$ cat src/rtl/reorder_buffer_pkg.sv
// reorder_buffer_pkg: shared ROB constants, entry type and id/index helpers
package reorder_buffer_pkg;
   localparam int ROB_SIZE = 16;
   localparam int ROB_ID_W = 5;
   localparam int DATA_W   = 32;
   localparam int REG_W    = 5;
   localparam int IDX_W    = $clog2(ROB_SIZE);
   localparam int CNT_W    = IDX_W + 1;

   typedef logic [ROB_ID_W-1:0] rob_id_t;
   typedef logic [DATA_W-1:0]   data_t;
   typedef logic [REG_W-1:0]    reg_pos_t;
   typedef logic [IDX_W-1:0]    idx_t;
   typedef logic [CNT_W-1:0]    cnt_t;

   localparam rob_id_t  ZERO_ROB  = '0;
   localparam reg_pos_t ZERO_REG  = '0;
   localparam data_t    ZERO_WORD = '0;

   typedef struct packed {
      reg_pos_t rd;
      data_t    pc;
      logic     is_branch;
      logic     predicted_taken;
      logic     is_store;
      data_t    value;
      logic     jump_taken;
      data_t    target;
   } rob_entry_t;

   function automatic logic id_valid(input rob_id_t id);
      return id != ZERO_ROB && id <= rob_id_t'(ROB_SIZE);
   endfunction

   function automatic idx_t id_to_idx(input rob_id_t id);
      return IDX_W'(id - rob_id_t'(1));
   endfunction

   function automatic rob_id_t idx_to_id(input idx_t i);
      return rob_id_t'(i) + rob_id_t'(1);
   endfunction

   function automatic idx_t idx_next(input idx_t i);
      return (i == idx_t'(ROB_SIZE - 1)) ? '0 : i + idx_t'(1);
   endfunction

   function automatic data_t redirect_pc(input logic taken, input data_t target, input data_t pc);
      return taken ? target : pc + data_t'(4);
   endfunction
endpackage

$ cat src/rtl/reorder_buffer.sv
// reorder_buffer: circular in-order ROB; allocates ids, captures CDB results, retires one entry per cycle.
// Optional ROB_QUERY_BYPASS_EN lets operand queries see the current CDB broadcast combinationally.
module reorder_buffer
   import reorder_buffer_pkg::*;
(
   input  logic     clk,
   input  logic     rst,
   input  logic     rdy,
   input  logic     alloc_signal_from_dispatcher,
   input  reg_pos_t rd_from_dispatcher,
   input  logic     is_branch_from_dispatcher,
   input  logic     predicted_taken_from_dispatcher,
   input  data_t    pc_from_dispatcher,
   input  logic     is_store_from_dispatcher,
   output rob_id_t  rob_id_to_dispatcher,
   output logic     rob_full_to_dispatcher,
   input  rob_id_t  Q1_from_dispatcher,
   input  rob_id_t  Q2_from_dispatcher,
   output logic     ready1_to_dispatcher,
   output logic     ready2_to_dispatcher,
   output data_t    V1_to_dispatcher,
   output data_t    V2_to_dispatcher,
   input  logic     cdb_valid,
   input  rob_id_t  cdb_rob_id,
   input  data_t    cdb_value,
   input  logic     cdb_jump_taken,
   input  data_t    cdb_target_pc,
   output logic     commit_flag_to_regfile,
   output reg_pos_t rd_to_regfile,
   output rob_id_t  Q_to_regfile,
   output data_t    V_to_regfile,
   output logic     rollback_flag,
   output data_t    pc_to_fetcher,
   output logic     store_commit_flag,
   output rob_id_t  store_rob_id
);
   idx_t          head, tail, cdb_idx, q1_idx, q2_idx;
   cnt_t          count;
   logic [ROB_SIZE-1:0] busy, ready;
   rob_entry_t    ent [ROB_SIZE];
   logic          do_alloc, do_cdb, do_commit, mispredict;
   logic          hit1, hit2, byp1, byp2;

   assign rob_full_to_dispatcher = count == cnt_t'(ROB_SIZE);
   assign rob_id_to_dispatcher   = idx_to_id(tail);
   assign cdb_idx    = id_to_idx(cdb_rob_id);
   assign do_alloc   = rdy && alloc_signal_from_dispatcher && !rob_full_to_dispatcher;
   assign do_cdb     = rdy && cdb_valid && id_valid(cdb_rob_id) && busy[cdb_idx];
   assign do_commit  = rdy && count != '0 && ready[head];
   assign mispredict = ent[head].is_branch && (ent[head].jump_taken != ent[head].predicted_taken);

   assign q1_idx = id_to_idx(Q1_from_dispatcher);
   assign q2_idx = id_to_idx(Q2_from_dispatcher);
   assign hit1   = id_valid(Q1_from_dispatcher) && busy[q1_idx] && ready[q1_idx];
   assign hit2   = id_valid(Q2_from_dispatcher) && busy[q2_idx] && ready[q2_idx];
`ifdef ROB_QUERY_BYPASS_EN
   assign byp1 = cdb_valid && Q1_from_dispatcher != ZERO_ROB && cdb_rob_id == Q1_from_dispatcher;
   assign byp2 = cdb_valid && Q2_from_dispatcher != ZERO_ROB && cdb_rob_id == Q2_from_dispatcher;
`else
   assign byp1 = 1'b0;
   assign byp2 = 1'b0;
`endif
   assign ready1_to_dispatcher = byp1 || hit1;
   assign ready2_to_dispatcher = byp2 || hit2;
   assign V1_to_dispatcher = byp1 ? cdb_value : hit1 ? ent[q1_idx].value : ZERO_WORD;
   assign V2_to_dispatcher = byp2 ? cdb_value : hit2 ? ent[q2_idx].value : ZERO_WORD;

   // Entry payload: dispatch fields at allocation, result fields on CDB capture (validity lives in busy/ready).
   always_ff @(posedge clk) begin
      if (do_alloc) begin
         ent[tail].rd              <= rd_from_dispatcher;
         ent[tail].pc              <= pc_from_dispatcher;
         ent[tail].is_branch       <= is_branch_from_dispatcher;
         ent[tail].predicted_taken <= predicted_taken_from_dispatcher;
         ent[tail].is_store        <= is_store_from_dispatcher;
         ent[tail].value           <= ZERO_WORD;
         ent[tail].jump_taken      <= 1'b0;
         ent[tail].target          <= ZERO_WORD;
      end
      if (do_cdb) begin
         ent[cdb_idx].value      <= cdb_value;
         ent[cdb_idx].jump_taken <= cdb_jump_taken;
         ent[cdb_idx].target     <= cdb_target_pc;
      end
   end

   // Pointers, occupancy, entry status and the registered commit/rollback outputs; a mispredict flushes everything.
   always_ff @(posedge clk or posedge rst) begin
      if (rst) begin
         head                   <= '0;
         tail                   <= '0;
         count                  <= '0;
         busy                   <= '0;
         ready                  <= '0;
         commit_flag_to_regfile <= 1'b0;
         rd_to_regfile          <= ZERO_REG;
         Q_to_regfile           <= ZERO_ROB;
         V_to_regfile           <= ZERO_WORD;
         rollback_flag          <= 1'b0;
         pc_to_fetcher          <= ZERO_WORD;
         store_commit_flag      <= 1'b0;
         store_rob_id           <= ZERO_ROB;
      end else if (!rdy) begin
         commit_flag_to_regfile <= 1'b0;
         rollback_flag          <= 1'b0;
         store_commit_flag      <= 1'b0;
      end else begin
         commit_flag_to_regfile <= do_commit;
         rollback_flag          <= do_commit && mispredict;
         store_commit_flag      <= do_commit && ent[head].is_store;
         if (do_commit) begin
            rd_to_regfile <= ent[head].rd;
            Q_to_regfile  <= idx_to_id(head);
            V_to_regfile  <= ent[head].value;
            store_rob_id  <= idx_to_id(head);
            if (mispredict)
               pc_to_fetcher <= redirect_pc(ent[head].jump_taken, ent[head].target, ent[head].pc);
         end
         if (do_commit && mispredict) begin
            head  <= '0;
            tail  <= '0;
            count <= '0;
            busy  <= '0;
            ready <= '0;
         end else begin
            if (do_cdb)
               ready[cdb_idx] <= 1'b1;
            if (do_alloc) begin
               busy[tail]  <= 1'b1;
               ready[tail] <= is_store_from_dispatcher;
               tail        <= idx_next(tail);
            end
            if (do_commit) begin
               busy[head]  <= 1'b0;
               ready[head] <= 1'b0;
               head        <= idx_next(head);
            end
            count <= count + cnt_t'(do_alloc) - cnt_t'(do_commit);
         end
      end
   end
endmodule

$ cat config.mk
export PLATFORM = sky130hd
export DESIGN_NAME = reorder_buffer
export DESIGN_NICKNAME = d
export VERILOG_FILES = /design/src/rtl/reorder_buffer_pkg.sv /design/src/rtl/reorder_buffer.sv
export SDC_FILE = /design/constraint.sdc
export NUM_CORES = 2
export LEC_CHECK = 0
export ABC_CLOCK_PERIOD_IN_PS = 18390
export CORE_MARGIN = 1
export CORE_UTILIZATION = 40
export CTS_BUF_LIST = sky130_fd_sc_hd__clkbuf_8
export DETAILED_ROUTE_END_ITERATION = 16
export GPL_ROUTABILITY_DRIVEN = 0
export GPL_TIMING_DRIVEN = 0
export MAX_ROUTING_LAYER = met4
export PLACE_DENSITY = 0.67
export RECOVER_POWER = 50
export SYNTH_ARGS = -nofsm -noshare
export SYNTH_HDL_FRONTEND = slang
export SYNTH_SLANG_ARGS = --single-unit
$ cat constraint.sdc
create_clock -name clk -period 18.39 [get_ports clk]
set_clock_uncertainty 0.2 [all_clocks]
set_input_delay 3.678 -clock clk [delete_from_list [all_inputs] [get_ports clk]]
set_output_delay 3.678 -clock clk [all_outputs]
set_load 0.005 [all_outputs]
==> flow_metrics.tcl <==
set metrics [dict create \
    crit_path_start_kind "input port" \
    syn_to_final_growth_pct 14.94 \
    routed_wirelength_um 317100 \
    ys_seq_area_share_pct 62.08 \
    path_cells "clkdlybuf4s50_1 > inv_1 > ha_1 > xnor2_1 > clkbuf_1 > mux4_2 > mux4_2 > nor2_1 > clkbuf_1 > and2_1 > clkdlybuf4s50_1" \
    synth_edf_count 1680 \
    synth-compound-area-share_pct 1.448 \
    num_vias 57810 \
    grt_pass1_wl_um 434500 \
    violations "max-capacitance violations, max-slew violations" \
    yosys-mux-area-fraction_pct 22.73 \
    synth_area_um2 86180 \
    hold_buffers 0 \
    antenna_found_initial 61 \
    synth_nets 5064 \
    synth_xor_area_share_pct 0.4472 \
    synthFlopType "edfxtp_1" \
    rsz0062_at_grt "no" \
    place_hpwl_um 209800 \
    crit_path_max_incr_delay_ns 1.12 \
    worstPathMaxFanout 10 \
    die_h_um 466.2 \
    hp-class "register to register" \
    hold_path_end "pc_to_fetcher[15]" \
    post-route-drc-count 0 \
    fmax_mhz 72.92 \
    ant_nets 0 \
    clk_latency_ns 1.09 \
    synth_top_family_by_area "multiplexers" \
    path_class "input port to output pin" \
    worstPathRequired_ns 14.51 \
    cts_sinks 1802 \
    final_common_cell "edfxtp_1" \
    setup.worst_path.end_class "output pin" \
    final_layout_size_suffix_gt1_share_pct 23.93 \
    vias_per_cell 6.643 \
    cts_tree "built" \
    io_pins 279 \
    timing.slew.headroom_pct -259.2 \
    reg2reg_from "busy[12]" \
    clockRootBuffer "clkbuf_8" \
    cts_resized 0 \
    avgSynthCellArea_um2 17.54 \
    syn_inst 4914 \
    finalSetupTns_ns 0 \
    finalCriticalPeriod_ns 13.71 \
    die_w_um 466.2 \
    cts_htree_levels 5 \
    io_buffers 277 \
    cpMaxStageDelayCell "nor2_1" \
    worst_pin_slew_ns 5.389 \
    r2r-end "ent[13][22]" \
    overflow 0 \
    post-route-period-util_pct 74.57 \
    synth_simple_gate_area_share_pct 9.681 \
    hold_viol_final 0 \
    core_um2 214400 \
    hold_depth 2 \
    numCtsBuffers 320 \
    ff2ff_setup_slack_ns 11.17 \
    drt-pass1-iter-count 8 \
    min_from "pc_to_fetcher[15]" \
    setup_viol 0 \
    drtIter0Drc 9875 \
    maxCapViolCount 34 \
    synth_fa_ha_area_share_pct 0.3717 \
    cts_setup_buffers 0 \
    leakagePower_nw 36.83 \
    num-nets-final 5707 \
    r2r_cells 7 \
    status "finished, violations left" \
    fin_hold_ws_ns 0.2782 \
    clockBufferDepth 4 \
    grt_start_max_net_pins 91 \
    yosysWarnings 0 \
    grt_pass1_vias 56300 \
    power_density_nw_per_um2 123.8 \
    initial_core_util_pct 40.19 \
    routedWlPerCell_um 36.44 \
    rows 170 \
    vdd_drop_max_mv 0.08143 \
    synth_seq_cells 1802 \
    synth.distinct_cells 59 \
    grt_use_total_pct 29.61 \
    die-area_um2 217300 \
    pre_cts_ws_ns 5.090 \
    synthArstFlopShare_pct 6.770 \
    cp.arrival_ns 9.84 \
    slew_viol_final 873 \
    final_cell_mix "1680 x edfxtp_1, 1054 x and3_1, 797 x mux4_2, 421 x clkbuf_1, 358 x clkbuf_8" \
    setup_slack_ns 4.677 \
    clkTransAtPathRegs_ns 0.06 \
]
## cell families (layout without fill, tap and decap cells)
group,Yosys count,in the layout
buffers and inverters,577,1456
other,0,72
flip-flops,1802,1802
XOR/XNOR,44,44
AND/OR/NAND/NOR,1392,1392
adder cells (fa/ha/maj),25,25
multiplexers,891,891
AO/OA/AOI/OAI,183,183
## registers in the layout, indices dropped and copies added, names as in the netlist, 5 cells and up
name,count
ready,16
count,5
V_to_regfile,32
Q_to_regfile,5
rd_to_regfile,5
busy,16
pc_to_fetcher,32
ent,1680
## routing by layer
metal	track usage (%)	vias to the layer above	share of wire [%]
li1	-	21650	-
met1	36.46	29820	35
met2	42.14	5285	44
met3	11.76	1063	15
met4	15.00	0	5.8
met5	-	-	0
## final cells by class
type,instances,area (um2)
antenna,72,180.2
tap,2838,3551
inverter,37,150.1
timing repair buffer,321,3356
buffer,540,2609
fill,18290,115400
clock inverter,213,1041
multi-input combinational,2535,29910
sequential,1802,53500
clock buffer,345,4748
## how the worst max path moves through the flow
stage	slack, ns	cells after the start	end	startpoint
after floorplan	8.18	7	ent[13][0]	cdb_rob_id[0]
after global placement	1.68	8	ent[13][7]	cdb_rob_id[0]
after detailed placement	5.09	11	V1_to_dispatcher[4]	Q1_from_dispatcher[0]
after CTS	5.07	11	V1_to_dispatcher[4]	Q1_from_dispatcher[0]
after global routing	4.78	11	V1_to_dispatcher[4]	Q1_from_dispatcher[0]
final	4.68	11	V1_to_dispatcher[21]	Q1_from_dispatcher[0]
## power by group
group	leakage (nW)	internal (mW)	switching, mW
clock network	3.35	1.81	1.73
registers	17.7	4.74	0.164
logic	15.8	1.57	2.24
total	36.8	8.12	4.14
## cells in the mapped netlist (3+ instances only)
| library cell | n | share of area (%) |
|---|---|---|
| o21ai_0 | 52 | 0.30 |
| buf_12 | 11 | 0.26 |
| dfrtp_1 | 122 | 3.5 |
| mux2_2 | 37 | 0.48 |
| buf_4 | 11 | 0.096 |
| nand2b_1 | 4 | 0.029 |
| ha_1 | 24 | 0.35 |
| o221ai_1 | 5 | 0.051 |
| buf_2 | 46 | 0.27 |
| buf_8 | 3 | 0.052 |
| nand2_1 | 108 | 0.47 |
| mux4_2 | 797 | 21 |
| o21ai_1 | 8 | 0.046 |
| o221ai_2 | 4 | 0.070 |
| a211oi_1 | 8 | 0.070 |
| edfxtp_1 | 1680 | 59 |
| xnor2_1 | 17 | 0.17 |
| inv_1 | 35 | 0.15 |
| a22oi_1 | 40 | 0.35 |
| nor3b_1 | 3 | 0.026 |
| o2bb2ai_1 | 16 | 0.16 |
| buf_1 | 41 | 0.18 |
| clkbuf_1 | 391 | 1.7 |
| mux2i_1 | 17 | 0.20 |
| a22o_1 | 3 | 0.030 |
| nand4_1 | 6 | 0.044 |
| buf_6 | 23 | 0.30 |
| xor2_1 | 27 | 0.27 |
| or2_2 | 16 | 0.12 |
| nor2_1 | 43 | 0.19 |
| a221oi_1 | 3 | 0.030 |
| nor3_1 | 17 | 0.099 |
| o211ai_1 | 11 | 0.096 |
| and3_1 | 1054 | 7.7 |
| clkbuf_8 | 14 | 0.22 |
| a21oi_1 | 21 | 0.12 |
| a21o_1 | 3 | 0.026 |
| mux4_1 | 40 | 1.2 |
| nand3_1 | 35 | 0.20 |
| and2_1 | 83 | 0.60 |
| nor2b_1 | 8 | 0.058 |
## through the flow
stage          total power, mW  cell area, um2  instances  utilization, %
2_1_floorplan            7.160           86180       4914               -
3_3_place_gp             8.678           92500       8029           43.14
3_5_place_dp             8.741           93460       8071           43.59
4_1_cts                  12.18           99250       8629           46.29
5_1_grt                  12.52           98980       8677           46.17
6_report                 12.26           99050       8703           46.20
## worst max-delay path: cells and delay by family
kind / cells / cell delay, ns
adder cells (fa/ha/maj): 1 / 0.28
multiplexers: 2 / 0.91
buffers and inverters: 5 / 2.96
AND/OR/NAND/NOR: 2 / 1.48
XOR/XNOR: 1 / 0.51
Note: power is estimated with default switching activity, not from simulation.
